`config.mk`:
```
export PLATFORM = sky130hd
export DESIGN_NAME = urisc_mem_arbiter
export DESIGN_NICKNAME = d
export VERILOG_FILES = /design/src/rtl/urisc_mem_arbiter.sv
export SDC_FILE = /design/constraint.sdc
export NUM_CORES = 1
export LEC_CHECK = 0
export CAP_MARGIN = 5
export CORE_UTILIZATION = 42
export CTS_CLUSTER_DIAMETER = 80
export CTS_CLUSTER_SIZE = 20
export DETAILED_ROUTE_END_ITERATION = 12
export HOLD_SLACK_MARGIN = 0.06
export PLACE_DENSITY = 0.92
export SLEW_MARGIN = 25
export SYNTH_ARGS = -nofsm -noshare
export SYNTH_HDL_FRONTEND = slang
export SYNTH_SLANG_ARGS = --single-unit
```
`constraint.sdc`:
```
create_clock -name clk_PH1 -period 3.8 [get_ports clk_PH1]
set_clock_uncertainty 0.1 [all_clocks]
set_input_delay 0.76 -clock clk_PH1 [delete_from_list [all_inputs] [get_ports clk_PH1]]
set_output_delay 0.76 -clock clk_PH1 [all_outputs]
set_load 0.02 [all_outputs]
```
`src/rtl/urisc_mem_arbiter.sv`:
```
// rtl/urisc_mem_arbiter.sv - single-port RAM arbiter, run sequencer and watchdog for the URISC core
module urisc_mem_arbiter #(
    parameter int ADDR_W  = 8,
    parameter int DATA_W  = 8,
    parameter int MAX_RUN = 255,
    parameter int CNT_W   = 16
) (
    input  logic              clk_PH1,
    input  logic              rst,
    input  logic              start,
    input  logic              stop,
    output logic              core_run,
    input  logic              core_ifetch,
    input  logic              core_csmr,
    input  logic              core_rdmr,
    input  logic              core_write,
    input  logic [ADDR_W-1:0] core_addr,
    input  logic [DATA_W-1:0] core_wdata,
    output logic [DATA_W-1:0] core_rdata,
    input  logic              host_req,
    input  logic              host_we,
    input  logic [ADDR_W-1:0] host_addr,
    input  logic [DATA_W-1:0] host_wdata,
    output logic              host_ack,
    output logic [DATA_W-1:0] host_rdata,
    output logic              mem_cs,
    output logic              mem_we,
    output logic [ADDR_W-1:0] mem_addr,
    output logic [DATA_W-1:0] mem_wdata,
    input  logic [DATA_W-1:0] mem_rdata,
    output logic              busy,
    output logic              done,
    output logic              timeout,
    output logic [CNT_W-1:0]  run_cycles
);

    typedef enum logic [2:0] {
        S_IDLE,
        S_HOST_ACC,
        S_HOST_RSP,
        S_RUN,
        S_DRAIN,
        S_DONE
    } state_t;

    localparam logic [CNT_W-1:0] WD_LIMIT = CNT_W'(MAX_RUN - 1);
    localparam logic [CNT_W-1:0] CNT_MAX  = '1;

    state_t            state, state_nxt;
    logic              ret_done;
    logic              timeout_q;
    logic [CNT_W-1:0]  run_cnt;
    logic [DATA_W-1:0] host_rdata_q;
    logic              stopped;
    logic              core_owns;
    logic              wd_hit;

    assign stopped   = (state == S_IDLE) || (state == S_DONE);
    assign core_owns = (state == S_RUN) || (state == S_DRAIN);
    assign wd_hit    = (state == S_RUN) && (run_cnt >= WD_LIMIT);

    always_comb begin
        state_nxt = state;
        case (state)
            S_IDLE, S_DONE: begin
                if (start)         state_nxt = S_RUN;
                else if (host_req) state_nxt = S_HOST_ACC;
            end
            S_HOST_ACC: state_nxt = S_HOST_RSP;
            S_HOST_RSP: state_nxt = ret_done ? S_DONE : S_IDLE;
            S_RUN:      if (stop || wd_hit) state_nxt = S_DRAIN;
            // Only leave DRAIN at an instruction boundary so the core is never cut mid-instruction.
            S_DRAIN:    if (core_ifetch) state_nxt = S_DONE;
            default:    state_nxt = S_IDLE;
        endcase
    end

    always_ff @(posedge clk_PH1) begin
        if (rst) begin
            state        <= S_IDLE;
            ret_done     <= 1'b0;
            timeout_q    <= 1'b0;
            run_cnt      <= '0;
            host_rdata_q <= '0;
        end else begin
            state <= state_nxt;
            if (stopped && start) begin
                run_cnt   <= '0;
                timeout_q <= 1'b0;
            end else if (core_owns && run_cnt != CNT_MAX) begin
                run_cnt <= run_cnt + 1'b1;
            end
            if (wd_hit) timeout_q <= 1'b1;
            if (stopped && !start && host_req) ret_done <= (state == S_DONE);
            if (state == S_HOST_RSP) host_rdata_q <= mem_rdata;
        end
    end

    always_comb begin
        mem_cs    = 1'b0;
        mem_we    = 1'b0;
        mem_addr  = host_addr;
        mem_wdata = host_wdata;
        if (core_owns) begin
            mem_cs    = core_csmr & (core_rdmr | core_write);
            mem_we    = core_write;
            mem_addr  = core_addr;
            mem_wdata = core_wdata;
        end else if (state == S_HOST_ACC) begin
            mem_cs = 1'b1;
            mem_we = host_we;
        end
    end

    // Read data is live during the ack cycle and held afterwards.
    assign host_rdata = (state == S_HOST_RSP) ? mem_rdata : host_rdata_q;
    assign host_ack   = (state == S_HOST_RSP);
    assign core_rdata = mem_rdata;
    assign core_run   = core_owns;
    assign busy       = core_owns;
    assign done       = (state == S_DONE);
    assign timeout    = timeout_q;
    assign run_cycles = run_cnt;

endmodule

```
==> impl_results.md, run 1 <==
* Status: finished, final reports clean
* Mean routed wirelength per cell at 13.85 um
* Largest net degree at the start of global routing at 23
* Final worst path period need at 3.425 ns
* Core Footprint at 0.004354 mm^2
* Fraction of synthesis flops using an asynchronous set or reset pin at 0%
* Final worst-path setup slack at 0.3754 ns
* Met1 wire length at 2.063 mm
* Placer's final routability congestion estimate at 0.8152
* Worst setup timing slack at the placement stage at 0.6446 ns
* Setup repair after global routing missed its margin: no
* Main combinational cell family by area after synthesis: simple AND/OR/NAND/NOR gates
* Max Cap Violations at 0
* Endpoint class of the critical path: primary output
* Routed length on met2 at 2.541 mm
* Clk sinks at 29
* Initial DRC count at 127
* Post-DRT Antenna Nets at 0
* Total power per unit cell area at 339.4 mW/mm^2
* Simple logic cell fraction of the synthesized area at 23.19%
* Layout-stage area growth over the synthesis result at 57.61%
* Post-synthesis xor/xnor area fraction at 0.4572%
* Global-route wire length before repair at 8.618 mm
* Synthesized instance count at 217
* Series of cell instances along the critical path: and3b_1 > nor2_1 > buf_4 > mux2_2 > clkdlybuf4s50_1
* Final Slew Violations at 0
* Type of origin of the critical path: register
* Share of the yosys chip area belonging to registers at 30.31%
* Multiplexer fraction of the synthesized cell area at 18.29%
* Number of gates resized after cts at 0
* Syn Nets at 269
* Setup TNS at 0 ns
* R2r worst-path depth at 6
* Number of enable-type register cells in the synthesized netlist at 0
* Worst ir drop on vdd at 0.2086 mV
* Number of buffers on the longest clock path at 2
* Hold Violations, Final at 0
* NumNets Final at 364
* Global routing usage summed across all routing layers at 21.83%
* Most common cell after layout, fill and taps aside: clkdlybuf4s50_1
* Number of distinct standard cells referenced by the synthesized netlist at 45
* Port Buffers at 104
* Via/cell ratio at 5.515
* Die Outline Area at 0.004835 mm^2
* Largest delay contributor family on the critical path: buffers and inverters
* Via Count at 2013
* Relative slew slack at 46.10%
* Hold-critical path depth at 1
* Worst path max stage delay at 0.69 ns
* Post-synthesis share of cell area spent on full adders, half adders and majority gates at 1.306%
* Hold-fix buffer count after cts at 0
* Buffer and inverter count on the worst path at 2
* Clock transition at the registers of the reported paths at 0.06 ns
* Data arrival time at the worst-slack endpoint at 2.56 ns
* Slew at the pin with the worst max-slew slack at 0.8023 ns
* Top-level port count at 105
* Synthesized area per cell at 8.828 um^2
* Compound-gate portion of the synthesized area at 18.48%
* Number of levels in the clock H-tree at 2
* CP Class: reg -> out
* Highest Clock Rate at 292.0 MHz
* Synthesis warning total at 0
* Postcts setup bufs at 0
* CTS tree: built
* Primary flip-flop cell chosen by synthesis mapping: dfxtp_1
* Number of rows in the core area at 24
* Number of gates on the worst path with buffers counted at 5
* Starting density of the core at 43.99%
* Total half-perimeter wirelength after legalization and detailed placement at 3.861 mm
* Clock latency of the later-clocked register in the worst-skew pair at 0.28 ns
* Min-delay worst type: reg -> reg
* Remaining Overflow, GRT at 0
* Maximum net fanout on the critical path at 22
* Vias in the first global route at 1922
* Routed length on met3 at 344 um
* Proportion of layout cells with a drive suffix above 1 at 12.46%
* Number of storage elements in the synthesis netlist at 29
* Count of endpoints failing setup in the final report at 0
* Die outline width at 69.54 um
* DRC at 0
* Total clock buffers created by CTS at 5
* Antenna violations before repair at 0
* Critical-path cell with the highest stage delay: dfxtp_1
* Required time worst endpoint at 2.94 ns
* Highest routed metal layer: met4
* Post-Route WL at 5.056 mm
* Number of diodes added for antenna fixing at 0
* Initial DRT Pass Iterations at 4
* Die span in y at 69.54 um
* Leakage power total at 1.072 nW
* Fraction of the cycle the final worst path needs at 90.12%
* Leading cell types in the layout, fill and taps excluded: 104 x clkdlybuf4s50_1, 29 x dfxtp_1, 24 x mux2_2
* Clk Tree Root Cell: clkbuf_8
* Synthesized cell area at 0.001916 mm^2
-- synthesized netlist by cell type (6+ instances only) --
cell type / n / share of area (%)
nand2b_1: 6 / 2.0
nand3_1: 6 / 1.6
mux2i_1: 8 / 4.2
nand2_1: 16 / 3.1
a21oi_1: 12 / 3.1
mux2_2: 24 / 14
buf_4: 12 / 4.7
o21ai_0: 10 / 2.6
or4_1: 6 / 2.4
and2_1: 9 / 2.9
nor2_1: 9 / 1.8
dfxtp_1: 29 / 30
o31ai_1: 6 / 2.4
-- state kept, by name (all words and copies together) (netlist names) --
signal        count
ret_done          1
timeout           1
run_cycles       16
state             3
host_rdata_q      8
-- where the power goes --
group | leakage [nW] | switching (mW) | total, mW | internal [mW]
clock network | 0.0542 | 0.117 | 0.281 | 0.163
registers | 0.235 | 0.0273 | 0.347 | 0.320
logic | 0.782 | 0.178 | 0.397 | 0.218
total | 1.07 | 0.323 | 1.02 | 0.702
-- worst register-to-register path, stage by stage (launching register included) --
cell	delay [ns]
dfxtp_1	0.44
ha_1	0.22
nand3_1	0.13
nor3_1	0.69
buf_4	0.27
a2111oi_0	0.09
a31o_2	0.23
-- metrics by stage --
stage	utilization [%]	cell area (um^2)	instances	hold WS (ns)	power, mW
global placement	67.01	2918	357	0.3522	0.7410
CTS	69.34	3019	365	0.3968	1.033
finish	69.34	3019	365	0.3951	1.025
global route	69.34	3019	365	0.3966	1.076
floorplan	-	1916	217	0.3658	0.5830
detailed placement	67.01	2918	357	0.3876	0.7508
-- cell type report --
cell class	instances	area, um^2
Tap cell	52	65.06
Inverter	5	18.77
Clock inverter	1	5.005
Multi-Input combinational cell	163	1182
Fill cell	338	1335
Timing Repair Buffer	108	1071
Clock buffer	7	96.34
Sequential cell	29	580.6
-- path summary, 6_finish.rpt --
check                      from             to  slack, ns
setup / recovery       state[0]    mem_addr[2]       0.38
hold / removal          timeout        timeout       0.40
setup reg to reg  run_cycles[1]  run_cycles[1]       1.52
hold reg to reg         timeout        timeout       0.40
-- layer usage --
metal | up-vias | global-route usage (%)
li1 | 991 | -
met1 | 928 | 25.77
met3 | 9 | 5.669
met4 | 0 | 9.297
met2 | 85 | 37.22
met5 | - | 0
-- cell families (layout without fill, tap and decap cells) --
family                     Yosys count  in the layout
adders and majority gates            2              2
xor gates and xnor gates             1              1
muxes                               32             32
and+or+nand+nor                     77             77
buffers and inverters               25            121
DFF                                 29             29
AOI/OAI and AO/OA                   51             51
Note: power is estimated with default switching activity, not from simulation.
==> inputs of run 2 (changes only) <==
--- a/config.mk
+++ b/config.mk
@@ -12,7 +12,6 @@
 export DETAILED_ROUTE_END_ITERATION = 12
 export HOLD_SLACK_MARGIN = 0.06
 export PLACE_DENSITY = 0.92
-export SLEW_MARGIN = 25
 export SYNTH_ARGS = -nofsm -noshare
 export SYNTH_HDL_FRONTEND = slang
 export SYNTH_SLANG_ARGS = --single-unit
==> results of run 2 <==
Same layout as run 1: the final DEF is identical, and so are final timing and power.
==> inputs of run 3 (changes only) <==
--- a/config.mk
+++ b/config.mk
@@ -5,7 +5,7 @@
 export SDC_FILE = /design/constraint.sdc
 export NUM_CORES = 1
 export LEC_CHECK = 0
-export CAP_MARGIN = 5
+export CORE_MARGIN = 5
 export CORE_UTILIZATION = 42
 export CTS_CLUSTER_DIAMETER = 80
 export CTS_CLUSTER_SIZE = 20
==> constraint.sdc (replaced) <==
create_clock -name clk_PH1 -period 3.8 [get_ports clk_PH1]
set_clock_uncertainty 0.1 [all_clocks]
set_input_delay 0.76 -clock clk_PH1 [delete_from_list [all_inputs] [get_ports clk_PH1]]
set_output_delay 0.76 -clock clk_PH1 [all_outputs]
set_load 0.05 [all_outputs]
==> run 3 against run 2 <==
  * Critical path depth unchanged
  * Highest routed layer unchanged
  * Critical endpoint is now mem_cs
  * Via count up 1.7%
  * Largest cell class is now non-clock buffers
  * Worst hold slack worse by 0.011 ns
==> impl_results.md, run 3 (synthesis results as in run 1) <==
* Hold Violations, Final at 0 (unchanged)
* Total half-perimeter wirelength after legalization and detailed placement at 4.610 mm (was 3.861 mm)
* Via Count at 2048 (was 2013)
* Proportion of layout cells with a drive suffix above 1 at 20.45% (was 12.46%)
* R2r worst-path depth at 6 (unchanged)
* Flip-flop count of the largest register after layout at 16 (unchanged)
* Worst setup timing slack at the placement stage at 0.4672 ns (was 0.6446 ns)
* Number of diodes added for antenna fixing at 0 (unchanged)
* Worst ir drop on vdd at 0.2401 mV (was 0.2086 mV)
* Clk sinks at 29 (unchanged)
* Multi-input gate area at 0.001182 mm^2 (unchanged)
* Most common cell after layout, fill and taps aside: clkdlybuf4s50_1 (unchanged)
* Via/cell ratio at 5.611 (was 5.515)
* Instance count after placement with tap cells included at 357 (unchanged)
* Final Slew Violations at 0 (unchanged)
* Mean routed wirelength per cell at 15.86 um (was 13.85 um)
* Worst setup endpoint: mem_cs (was mem_addr[2])
* Die outline width at 77.54 um (was 69.54 um)
* DRC at 0 (unchanged)
* Endpoint class of the critical path: primary output (unchanged)
* Top-level port count at 105 (unchanged)
* Number of buffers on the longest clock path at 2 (unchanged)
* Slew at the pin with the worst max-slew slack at 0.6896 ns (was 0.8023 ns)
* Type of origin of the critical path: primary input (was register)
* Number of gates resized after cts at 0 (unchanged)
* Final standard cell area without fillers at 0.003136 mm^2 (was 0.003019 mm^2)
* Post-DRT Antenna Nets at 0 (unchanged)
* Data arrival time at the worst-slack endpoint at 2.47 ns (was 2.56 ns)
* Relative slew slack at 53.60% (was 46.10%)
* Leading cell types in the layout, fill and taps excluded: 78 x clkdlybuf4s50_1, 29 x dfxtp_1, 24 x mux2_2 (was 104 x clkdlybuf4s50_1, 29 x dfxtp_1, 24 x mux2_2)
* Port Buffers at 104 (unchanged)
* Number of levels in the clock H-tree at 2 (unchanged)
* Number of rows in the core area at 24 (unchanged)
* Postcts setup bufs at 0 (unchanged)
* Required time worst endpoint at 2.94 ns (about the same)
* Clk Tree Root Cell: clkbuf_8 (unchanged)
* Setup repair after global routing missed its margin: no (unchanged)
* Remaining Overflow, GRT at 0 (unchanged)
* NumNets Final at 364 (unchanged)
* Initial DRC count at 96 (was 127)
* Die Outline Area at 0.006012 mm^2 (was 0.004835 mm^2)
* Hold-fix buffer count after cts at 0 (unchanged)
* Worst-case register-to-register setup slack at 1.64 ns (was 1.52 ns)
* Final worst path period need at 3.331 ns (was 3.425 ns)
* Placement-stage cell area at 0.003053 mm^2 (was 0.002918 mm^2)
* Start of the worst register-to-register path: state[2] (was run_cycles[1])
* Status: finished, final reports clean (unchanged)
* Min-delay worst type: reg -> reg (unchanged)
* Layout-stage area growth over the synthesis result at 63.68% (was 57.61%)
* Total power per unit cell area at 374.5 mW/mm^2 (was 339.4 mW/mm^2)
* Count of endpoints failing setup in the final report at 0 (unchanged)
* Die span in y at 77.54 um (was 69.54 um)
* Highest Clock Rate at 300.2 MHz (was 292.0 MHz)
* Post-Route WL at 5.789 mm (was 5.056 mm)
* Final worst-path setup slack at 0.4685 ns (was 0.3754 ns)
* Initial DRT Pass Iterations at 5 (was 4)
* Starting density of the core at 43.69% (was 43.99%)
* Total clock buffers created by CTS at 5 (unchanged)
* Antenna violations before repair at 0 (unchanged)
* Flip-flop and latch area at 580.6 um^2 (unchanged)
* CP Class: in -> out (was reg -> out)
* Placer's final routability congestion estimate at 0.8514 (was 0.8152)
* Global-route wire length before repair at 9.259 mm (was 8.618 mm)
* Non-Filler Instances at 365 (unchanged)
* Maximum net fanout on the critical path at 3 (was 22)
* Vias in the first global route at 2050 (was 1922)
* Fill cell count at 328 (was 338)
* Largest net degree at the start of global routing at 18 (was 23)
* Fraction of the cycle the final worst path needs at 87.67% (was 90.12%)
* Crit Reg-Reg Endpoint: state[2] (was run_cycles[1])
* Clock transition at the registers of the reported paths at 0.07 ns (was 0.06 ns)
* Core Footprint at 0.004384 mm^2 (was 0.004354 mm^2)
* Max Cap Violations at 0 (unchanged)
* CTS tree: built (unchanged)
* Global routing usage summed across all routing layers at 18.90% (was 21.83%)
* Origin of the worst setup path: core_write (was state[0])
* Clock latency of the later-clocked register in the worst-skew pair at 0.29 ns (was 0.28 ns)
* Setup TNS at 0 ns (unchanged)
* Leakage power total at 1.168 nW (was 1.072 nW)
-- run 3: cell count changes in the layout (fill, tap and decap cells not counted) --
cell / before / now
buf_4: 4 / 14
buf_12: 0 / 16
clkdlybuf4s50_1: 104 / 78
clkbuf_1: 0 / 1
clkinv_2: 1 / 2
clkbuf_8: 7 / 5
-- run 3: critical path, cell delays in order --
cell and delay [ns]:
clkdlybuf4s50_1 0.50, o21ai_0 0.12, a21o_1 0.19, o21ai_0 0.06, clkdlybuf4s50_1 0.84
-- run 3: area by class of cell --
type	instances	share of cell area, %
clock inverter	2	0.3192
timing repair buffer	108	38.47
inverter	5	0.5986
sequential	29	18.52
tap	52	2.075
clock buffer	6	2.314
multi-input combinational	163	37.71
-- run 3: how the worst min path moves through the flow --
stage | start | endpoint | cells after the start
finish | timeout | timeout | 1
global route | timeout | timeout | 1
CTS | timeout | timeout | 1
detailed placement | timeout | timeout | 1
global placement | timeout | timeout | 1
floorplan | ret_done | ret_done | 2
-- run 3: routing by layer --
layer	GRT usage [%]	share of wire (%)	vias up
li1	-	-	992
met1	18.22	36	948
met2	33.84	50	98
met3	10.42	12	10
met4	6.529	1.9	0
met5	0	0	-
-- run 3: metrics by stage --
| step | utilization, % | hold WS [ns] | total power [mW] |
|---|---|---|---|
| floorplan | - | 0.3658 | 0.7127 |
| global placement | 69.63 | 0.3516 | 0.9271 |
| detailed placement | 69.63 | 0.3719 | 0.9381 |
| CTS | 71.52 | 0.3886 | 1.184 |
| global route | 71.52 | 0.4300 | 1.227 |
| finish | 71.52 | 0.3836 | 1.174 |
-- run 3: power breakdown --
part / internal, mW / switching, mW / total [mW]
clock: 0.127 / 0.118 / 0.245
combinational: 0.259 / 0.324 / 0.582
sequential: 0.320 / 0.0270 / 0.347
total: 0.706 / 0.469 / 1.17
